<file path="src/rtl/minirisc_pkg.sv">
// Shared miniRISC definitions: instruction width, instruction-memory depth
// and the program-loader FSM state encoding.
package minirisc_pkg;

  localparam int INSTR_W     = 32;
  localparam int IMEM_ADDR_W = 10;

  typedef enum logic [2:0] {
    LD_IDLE,
    LD_RECV,
    LD_WRITE,
    LD_CHECK,
    LD_DONE
  } loader_state_t;

endpackage

</file>
<file path="src/rtl/loader_byte_packer.sv">
// Big-endian byte packer: shifts accepted bytes into a word register and flags
// the byte that completes a word. word is the packed value including that byte.
module loader_byte_packer
  import minirisc_pkg::*;
#(
  parameter int DATA_W = INSTR_W
) (
  input  logic              clk,
  input  logic              rst,
  input  logic              clear,
  input  logic              take,
  input  logic [7:0]        byte_in,
  output logic              word_valid,
  output logic [DATA_W-1:0] word
);

  localparam int BYTES = DATA_W / 8;
  localparam int CNT_W = (BYTES > 1) ? $clog2(BYTES) : 1;
  localparam logic [CNT_W-1:0] LAST = CNT_W'(BYTES - 1);

  logic [DATA_W-1:0] shift;
  logic [CNT_W-1:0]  count;

  // Older bytes move toward the MSB, so the first byte of a word ends up on top.
  assign word       = DATA_W'({shift, byte_in});
  assign word_valid = take && (count == LAST);

  always_ff @(posedge clk) begin
    if (!rst || clear) begin
      shift <= '0;
      count <= '0;
    end else if (take) begin
      shift <= word;
      count <= (count == LAST) ? '0 : count + 1'b1;
    end
  end

endmodule

</file>
<file path="src/rtl/imem_loader.sv">
// miniRISC instruction-memory loader: packs a byte stream into words, writes them
// from address 0 and holds the core in reset until done. Option: IMEM_LOADER_CHECKSUM_EN.
module imem_loader
  import minirisc_pkg::*;
#(
  parameter int ADDR_W = IMEM_ADDR_W,
  parameter int DATA_W = INSTR_W
) (
  input  logic              clk,
  input  logic              rst,
  input  logic              start,
  input  logic [ADDR_W:0]   len,
  input  logic              in_valid,
  input  logic [7:0]        in_data,
  output logic              in_ready,
  output logic              imem_we,
  output logic [ADDR_W-1:0] imem_addr,
  output logic [DATA_W-1:0] imem_wdata,
  output logic              core_rst_n,
  output logic              busy,
  output logic              done,
  output logic              err
);

  localparam logic [ADDR_W:0] LAST_ADDR = {1'b0, {ADDR_W{1'b1}}};

  loader_state_t     state;
  logic [ADDR_W:0]   len_q;
  logic [ADDR_W:0]   wcount;
  logic [ADDR_W:0]   wcount_next;
  logic              take;
  logic              start_go;
  logic              word_valid;
  logic [DATA_W-1:0] word;
`ifdef IMEM_LOADER_CHECKSUM_EN
  logic [DATA_W-1:0] acc;
`endif

  assign take        = in_valid && in_ready;
  assign start_go    = start && ((state == LD_IDLE) || (state == LD_DONE));
  assign wcount_next = wcount + 1'b1;

  loader_byte_packer #(.DATA_W(DATA_W)) u_packer (
    .clk        (clk),
    .rst        (rst),
    .clear      (start_go),
    .take       (take),
    .byte_in    (in_data),
    .word_valid (word_valid),
    .word       (word)
  );

  always_ff @(posedge clk) begin
    if (!rst) begin
      state      <= LD_IDLE;
      in_ready   <= 1'b0;
      imem_we    <= 1'b0;
      imem_addr  <= '0;
      imem_wdata <= '0;
      core_rst_n <= 1'b0;
      busy       <= 1'b0;
      done       <= 1'b0;
      err        <= 1'b0;
      len_q      <= '0;
      wcount     <= '0;
`ifdef IMEM_LOADER_CHECKSUM_EN
      acc        <= '0;
`endif
    end else begin
      imem_we <= 1'b0;
      case (state)
        LD_IDLE, LD_DONE: begin
          if (start) begin
            len_q      <= len;
            wcount     <= '0;
            done       <= 1'b0;
            err        <= 1'b0;
            core_rst_n <= 1'b0;
`ifdef IMEM_LOADER_CHECKSUM_EN
            acc        <= '0;
`endif
            if (len != '0) begin
              state    <= LD_RECV;
              busy     <= 1'b1;
              in_ready <= 1'b1;
            end else begin
`ifdef IMEM_LOADER_CHECKSUM_EN
              state    <= LD_CHECK;
              busy     <= 1'b1;
              in_ready <= 1'b1;
`else
              state      <= LD_DONE;
              done       <= 1'b1;
              core_rst_n <= 1'b1;
`endif
            end
          end
        end

        LD_RECV: begin
          if (word_valid) begin
            state      <= LD_WRITE;
            in_ready   <= 1'b0;
            imem_we    <= 1'b1;
            imem_wdata <= word;
            imem_addr  <= wcount[ADDR_W-1:0];
`ifdef IMEM_LOADER_CHECKSUM_EN
            acc        <= acc ^ word;
`endif
          end
        end

        // A load longer than the memory stops at the top address instead of wrapping.
        LD_WRITE: begin
          wcount <= wcount_next;
          if (wcount_next == len_q) begin
`ifdef IMEM_LOADER_CHECKSUM_EN
            state    <= LD_CHECK;
            in_ready <= 1'b1;
`else
            state      <= LD_DONE;
            busy       <= 1'b0;
            done       <= 1'b1;
            core_rst_n <= 1'b1;
`endif
          end else if (wcount == LAST_ADDR) begin
            state      <= LD_DONE;
            busy       <= 1'b0;
            done       <= 1'b1;
            err        <= 1'b1;
            core_rst_n <= 1'b0;
          end else begin
            state    <= LD_RECV;
            in_ready <= 1'b1;
          end
        end

`ifdef IMEM_LOADER_CHECKSUM_EN
        LD_CHECK: begin
          if (word_valid) begin
            state      <= LD_DONE;
            in_ready   <= 1'b0;
            busy       <= 1'b0;
            done       <= 1'b1;
            err        <= (word != acc);
            core_rst_n <= (word == acc);
          end
        end
`endif

        default: state <= LD_IDLE;
      endcase
    end
  end

endmodule
</file>
<file path="config.mk">
export PLATFORM = sky130hd
export DESIGN_NAME = imem_loader
export DESIGN_NICKNAME = d
export VERILOG_FILES = /design/src/rtl/minirisc_pkg.sv /design/src/rtl/loader_byte_packer.sv /design/src/rtl/imem_loader.sv
export SDC_FILE = /design/constraint.sdc
export NUM_CORES = 1
export LEC_CHECK = 0
export BUFFER_PORTS_ARGS = -buffer_cell sky130_fd_sc_hd__buf_2
export CAP_MARGIN = 10
export CORE_MARGIN = 2
export CORE_UTILIZATION = 50
export CTS_CLUSTER_DIAMETER = 120
export DETAILED_ROUTE_END_ITERATION = 12
export PLACE_DENSITY = 0.75
export SLEW_MARGIN = 20
export SYNTH_ARGS = -nofsm -noshare
export SYNTH_HDL_FRONTEND = slang
export SYNTH_SLANG_ARGS = --single-unit
</file>
<file path="constraint.sdc">
create_clock -name clk -period 2.5 [get_ports clk]
set_clock_uncertainty 0.05 [all_clocks]
set_input_delay 0.75 -clock clk [delete_from_list [all_inputs] [get_ports clk]]
set_output_delay 0.75 -clock clk [all_outputs]
set_load 0.005 [all_outputs]
</file>
# After elaboration in Yosys (flattened, before gate mapping)
# Cells that the tools add are included.
[totals] ff_bits=99 in_bits=23 output_inout_bits=48 word_cells=77
[op_classes] add_sub_neg=2 eq_ne=13 muxes=29 n_reduce_logical=20
[ops] cell="$pmux W11 S2" count=1
[ops] cell="$mux W1" count=15
[ops] cell="$mux W3" count=5
[ops] cell="$add A11 B1 Y11 const B" count=1
[ops] cell="$eq A11 B10 Y1 const B" count=1
[ops] cell="$eq A11 B11 Y1" count=1
[ops] cell="$mux W11" count=1
[ops] cell="$reduce_bool A11 Y1" count=1
[ops] cell="$ne A2 B2 Y1 const B" count=5
[ops] cell="$reduce_and A2 Y1" count=5
[ops] cell="$pmux W3 S3" count=1
[ops] cell="$pmux W1 S2" count=4
[ops] cell="$reduce_and A4 Y1" count=2
[ops] cell="$reduce_and A6 Y1" count=1
[ops] cell="$eq A3 B1 Y1 const B" count=1
[ops] cell="$eq A3 B2 Y1 const B" count=1
[ops] cell="$eq A3 B3 Y1 const B" count=1
[ops] cell="$logic_and A1 B1 Y1" count=3
[ops] cell="$logic_not A3 Y1" count=1
[ops] cell="$ne A3 B3 Y1 const B" count=1
[ops] cell="$pmux W1 S3" count=1
[ops] cell="$reduce_and A3 Y1" count=1
[ops] cell="$reduce_bool A3 Y1" count=1
[ops] cell="$add A2 B1 Y2 const B" count=1
[ops] cell="other kinds (7)" count=8

# Logic depth before layout (Yosys ltp)
[depth] ltp_word=4 mapped_depth=8 depth_no_buf=7

# By module
# Synthesis repeated with hierarchy kept, for this count alone.
[unflattened] hier_cells=501 area_unflattened_um2=4334.2
[modules_own_cells] mod="imem_loader" n_inst=1 cells_per_inst=405 area_per_inst_um2=3324.4 seq_area_each_um2=1461.4
[modules_own_cells] mod="loader_byte_packer" n_inst=1 cells_per_inst=96 area_per_inst_um2=1009.7 seq_area_each_um2=520.5

# Worst setup path before layout
# Ideal clock, no wire load.
[synth_path] path_kind="reg-to-reg" from="reg wcount[0]" to="reg state[0]" setup_ns=0.120 arrival_time_ns=2.145 slack_ns=0.185 stages_incl_launch_ff=8 synth_period_minus_slack_ns=2.315 path_cell_list="dfxtp_1 > ha_1 > nand3_4 > or3_1 > a2111oi_2 > nand4_2 > a311oi_1 > nor2_1"
[synth_between] elab_chain_cells=4 elab_cells_between_ends=6
[synth_lines] item="start: declaration" line="imem_loader.sv:29" source="logic [ADDR_W:0] wcount;"
[synth_lines] item="start signal: assignment" line="imem_loader.sv:115" source="wcount <= wcount_next;"
[synth_lines] item="$add A11 B1 Y11 / $eq A11 B10 Y1 (equally long branches)" line="imem_loader.sv:41, imem_loader.sv:126"
[synth_lines] item="$eq A11 B11 Y1 / $mux W3 (equally long branches)" line="imem_loader.sv:116, imem_loader.sv:126"
[synth_lines] item="$mux W3 (*)" line="imem_loader.sv:116" source="if (wcount_next == len_q) begin"
[synth_lines] item="$pmux W3 S3 (*)" line="imem_loader.sv:71" source="case (state)"
[synth_lines] item="end signal: assignment" line="imem_loader.sv:83" source="state <= LD_RECV;"
[synth_lines] item="end signal: assignment" line="imem_loader.sv:121" source="state <= LD_DONE;"
[synth_lines] item="end signal: assignment" line="imem_loader.sv:127" source="state <= LD_DONE;"
[synth_lines] item="end: declaration" line="imem_loader.sv:27" source="loader_state_t state;"
# Every way passes the cells marked *; elsewhere a longest branch is shown, timed or not.
# A chain may end at the register's enable or synchronous reset.

# Worst setup path in the final report
[layout_path] from="reg wcount[1]" to="reg state[0]"
# Same word-level chain as after synthesis.

==> results.yml <==
logic_synthesis:
  netlist_top_cells_area: "dfxtp_1 (48%), nand2_1 (16%), a21boi_0 (9.7%), a21oi_1 (4.6%), clkbuf_1 (2.8%)"
  syn_area_per_cell_um2: 8.03
  ys_warn_count: 0
  synth_flop_cell: "dfxtp_1"
  netlist.top_cell.by_area: "dfxtp_1"
  synth_top_area_frac: 0.476
  syn-num-nets: 544
  ys_ff_latch: 99
  synth_commonest_cells: "nand2_1 (175), dfxtp_1 (99), a21boi_0 (54), a21oi_1 (38), clkbuf_1 (31)"
  syn_area_um2: 4170
  ys_types: 45
  synth_enable_flop_cells: 0
  async_flop_share: 0
  postSynthCellCount: 519
  ys_seq_area_frac: 0.476
  synth.most_common_cell: "nand2_1"
clocking:
  insertion_delay_ns: 0.36
  cts_buffer_depth: 2
  ctsHoldBuffers: 0
  numCtsBuffers: 9
  h-tree-depth: 3
  cts-root-buf: "clkbuf_8"
  path_clk_slew_ns: 0.09
  cts_tree: "done"
  cts.sinks: 99
placed_design:
  portBuffers: 70
  gp_congestion: 0.923
  place_hpwl_um: 6840
  post-place-ws_ns: 0.171
worst_setup_path:
  cp.arrival_ns: 2.55
  critPathKind: "register to register"
  critPathMaxStageDelay_ns: 0.42
  required_ns: 2.70
  path_max_fanout: 7
  cp.buffers_inverters: 0
  cp-end-kind: "register"
  startpoint_type: "register"
  crit_slowest_cell: "dfxtp_1"
  reg2reg_slack_ns: 0.15
  crit_family: "simple AND/OR/NAND/NOR gates"
  worstPathCellList: "ha_1 > nand3_4 > or3_1 > a2111oi_2 > nand4_2 > a311oi_1 > nor2_1"
routing:
  wl_per_cell_um: 13.7
  finalWirelength_um: 9480
  vias: 3642
  ant_nets: 0
  drc: 0
  firstDrtPassIters: 5
  vias_per_cell: 5.26
  drt-initial-drc-count: 191
floorplanning:
  fp.coreArea_um2: 8130
  start_util: 0.512
  io_pins: 71
  die_y_um: 95.3
  dieWidth_um: 95.3
  dieArea_um2: 9080
  rows: 33
finish:
  area_growth_syn_to_layout_pct: 16.3
  drive_gt1_frac: 0.204
  diodes: 0
  filler_cell_count: 726
  fin_nets: 608
worst_hold_path:
  hold_class: "register to register"
grt:
  grt_pass1_wl_um: 15900
  track_usage: 0.223
  antenna_found_initial: 0
  grt_pass1_vias: 3466
  grt_max_degree: 43
  overflow: 0
timing:
  tightest_slew_ns: 0.440
  period_needed_ns: 2.35
  relSlewSlack: 0.706
  setup_viol: 0
  final.setup.tns_ns: 0
  period_share: 0.941
  finalHoldViolations: 0
  holdWs_ns: 0.411
  slew_violations: 0
  worst_slack_ns: 0.147
  rsz0062_at_grt: "no"
  fmax_mhz: 425
power_and_ir_drop:
  p_per_area_nw_per_um2: 580
  clkPwrFrac: 0.355
  combPwrFrac: 0.068
  seq_power_share: 0.577
  p_int_uw: 2090
  leakage_uw: 0.00185
  switching_share: 0.258
  vdd_drop_max_uv: 274
  power_switching_uw: 724
run_status:
  outcome: "complete, no violations"
job:
  cap_violations: 0
-- stage by stage --
stage          instances  total power (uW)   util  area (um2)
4_1_cts              693              2830  0.595        4840
6_report             693              2810  0.595        4840
2_1_floorplan        519              1780      -        4170
3_3_place_gp         677              1850  0.572        4650
3_5_place_dp         677              1850  0.572        4650
5_1_grt              693              2920  0.595        4840
-- final timing paths --
path / end / startpoint / depth (start not counted)
hold reg to reg: imem_addr[3] / imem_addr[3] / 2
setup / recovery: state[0] / wcount[1] / 7
hold / removal: imem_addr[3] / imem_addr[3] / 2
setup reg to reg: state[0] / wcount[1] / 7
-- worst reg2reg max path, stage by stage (launching register included) --
cell	delay, ns
dfxtp_1	0.42
ha_1	0.25
nand3_4	0.09
or3_1	0.39
a2111oi_2	0.39
nand4_2	0.26
a311oi_1	0.33
nor2_1	0.06
-- flip-flops by register name (all words and copies together) (netlist names) --
register,flops
imem_wdata,32
core_rst_n,1
busy,1
u_packer.count,2
state,3
len_q,11
err,1
wcount,11
u_packer.shift,24
in_ready,1
done,1
imem_addr,10
imem_we,1
-- layout make-up --
cell class	count	area [um2]	area share
multi-input cells	380	2020	0.417
flip-flops and latches	99	1980	0.409
repair buffers	91	508	0.105
clock buffers	10	138	0.0284
well taps	105	131	0.0271
clock inverters	6	53.8	0.0111
inverters	2	7.51	0.00155
-- kinds of logic after synthesis --
group,share of synthesized area
fa+ha+maj,0.00601
buf+inv,0.0393
simple gates,0.253
mux,0.00511
flops,0.476
compound gates,0.189
xor+xnor,0.0315
-- power by group through the flow --
stage               clock network, uW  registers (uW)  logic, uW
finish                            998            1620        192
global route                     1080            1620        215
CTS                              1020            1620        191
detailed placement                  0            1660        190
global placement                    0            1660        188
floorplan                           0            1650        129
-- placed cells by master (no fill, tap or decap), drive strengths merged, types with 2 or more instances in the layout --
master / instances
nand2: 175
dfxtp: 99
buf: 91
a21boi: 54
a21oi: 38
nor2: 16
xnor2: 13
o21ai: 10
clkbuf: 10
nor2b: 9
nor3: 8
nand4: 7
nand3: 6
inv: 6
and2: 4
a22oi: 3
nor4: 3
a31oi: 3
and3: 3
or3: 3
nor3b: 2
or2: 2
o2bb2ai: 2
xor2: 2
ha: 2
and3b: 2
-- repair_timing --
action | 4_1_cts | 5_1_grt
gates resized for setup | 0 | 1
setup endpoints to repair | 0 | 1
buffers inserted | 0 | 0
-- per-layer routing --
metal	up-vias	part of all wire	GRT usage
met1	1674	0.49	0.308
met3	9	0.066	0.0482
met5	-	0	0
li1	1856	-	-
met2	103	0.43	0.339
met4	0	0.014	0.0870
Note: power is estimated with default switching activity, not from simulation.
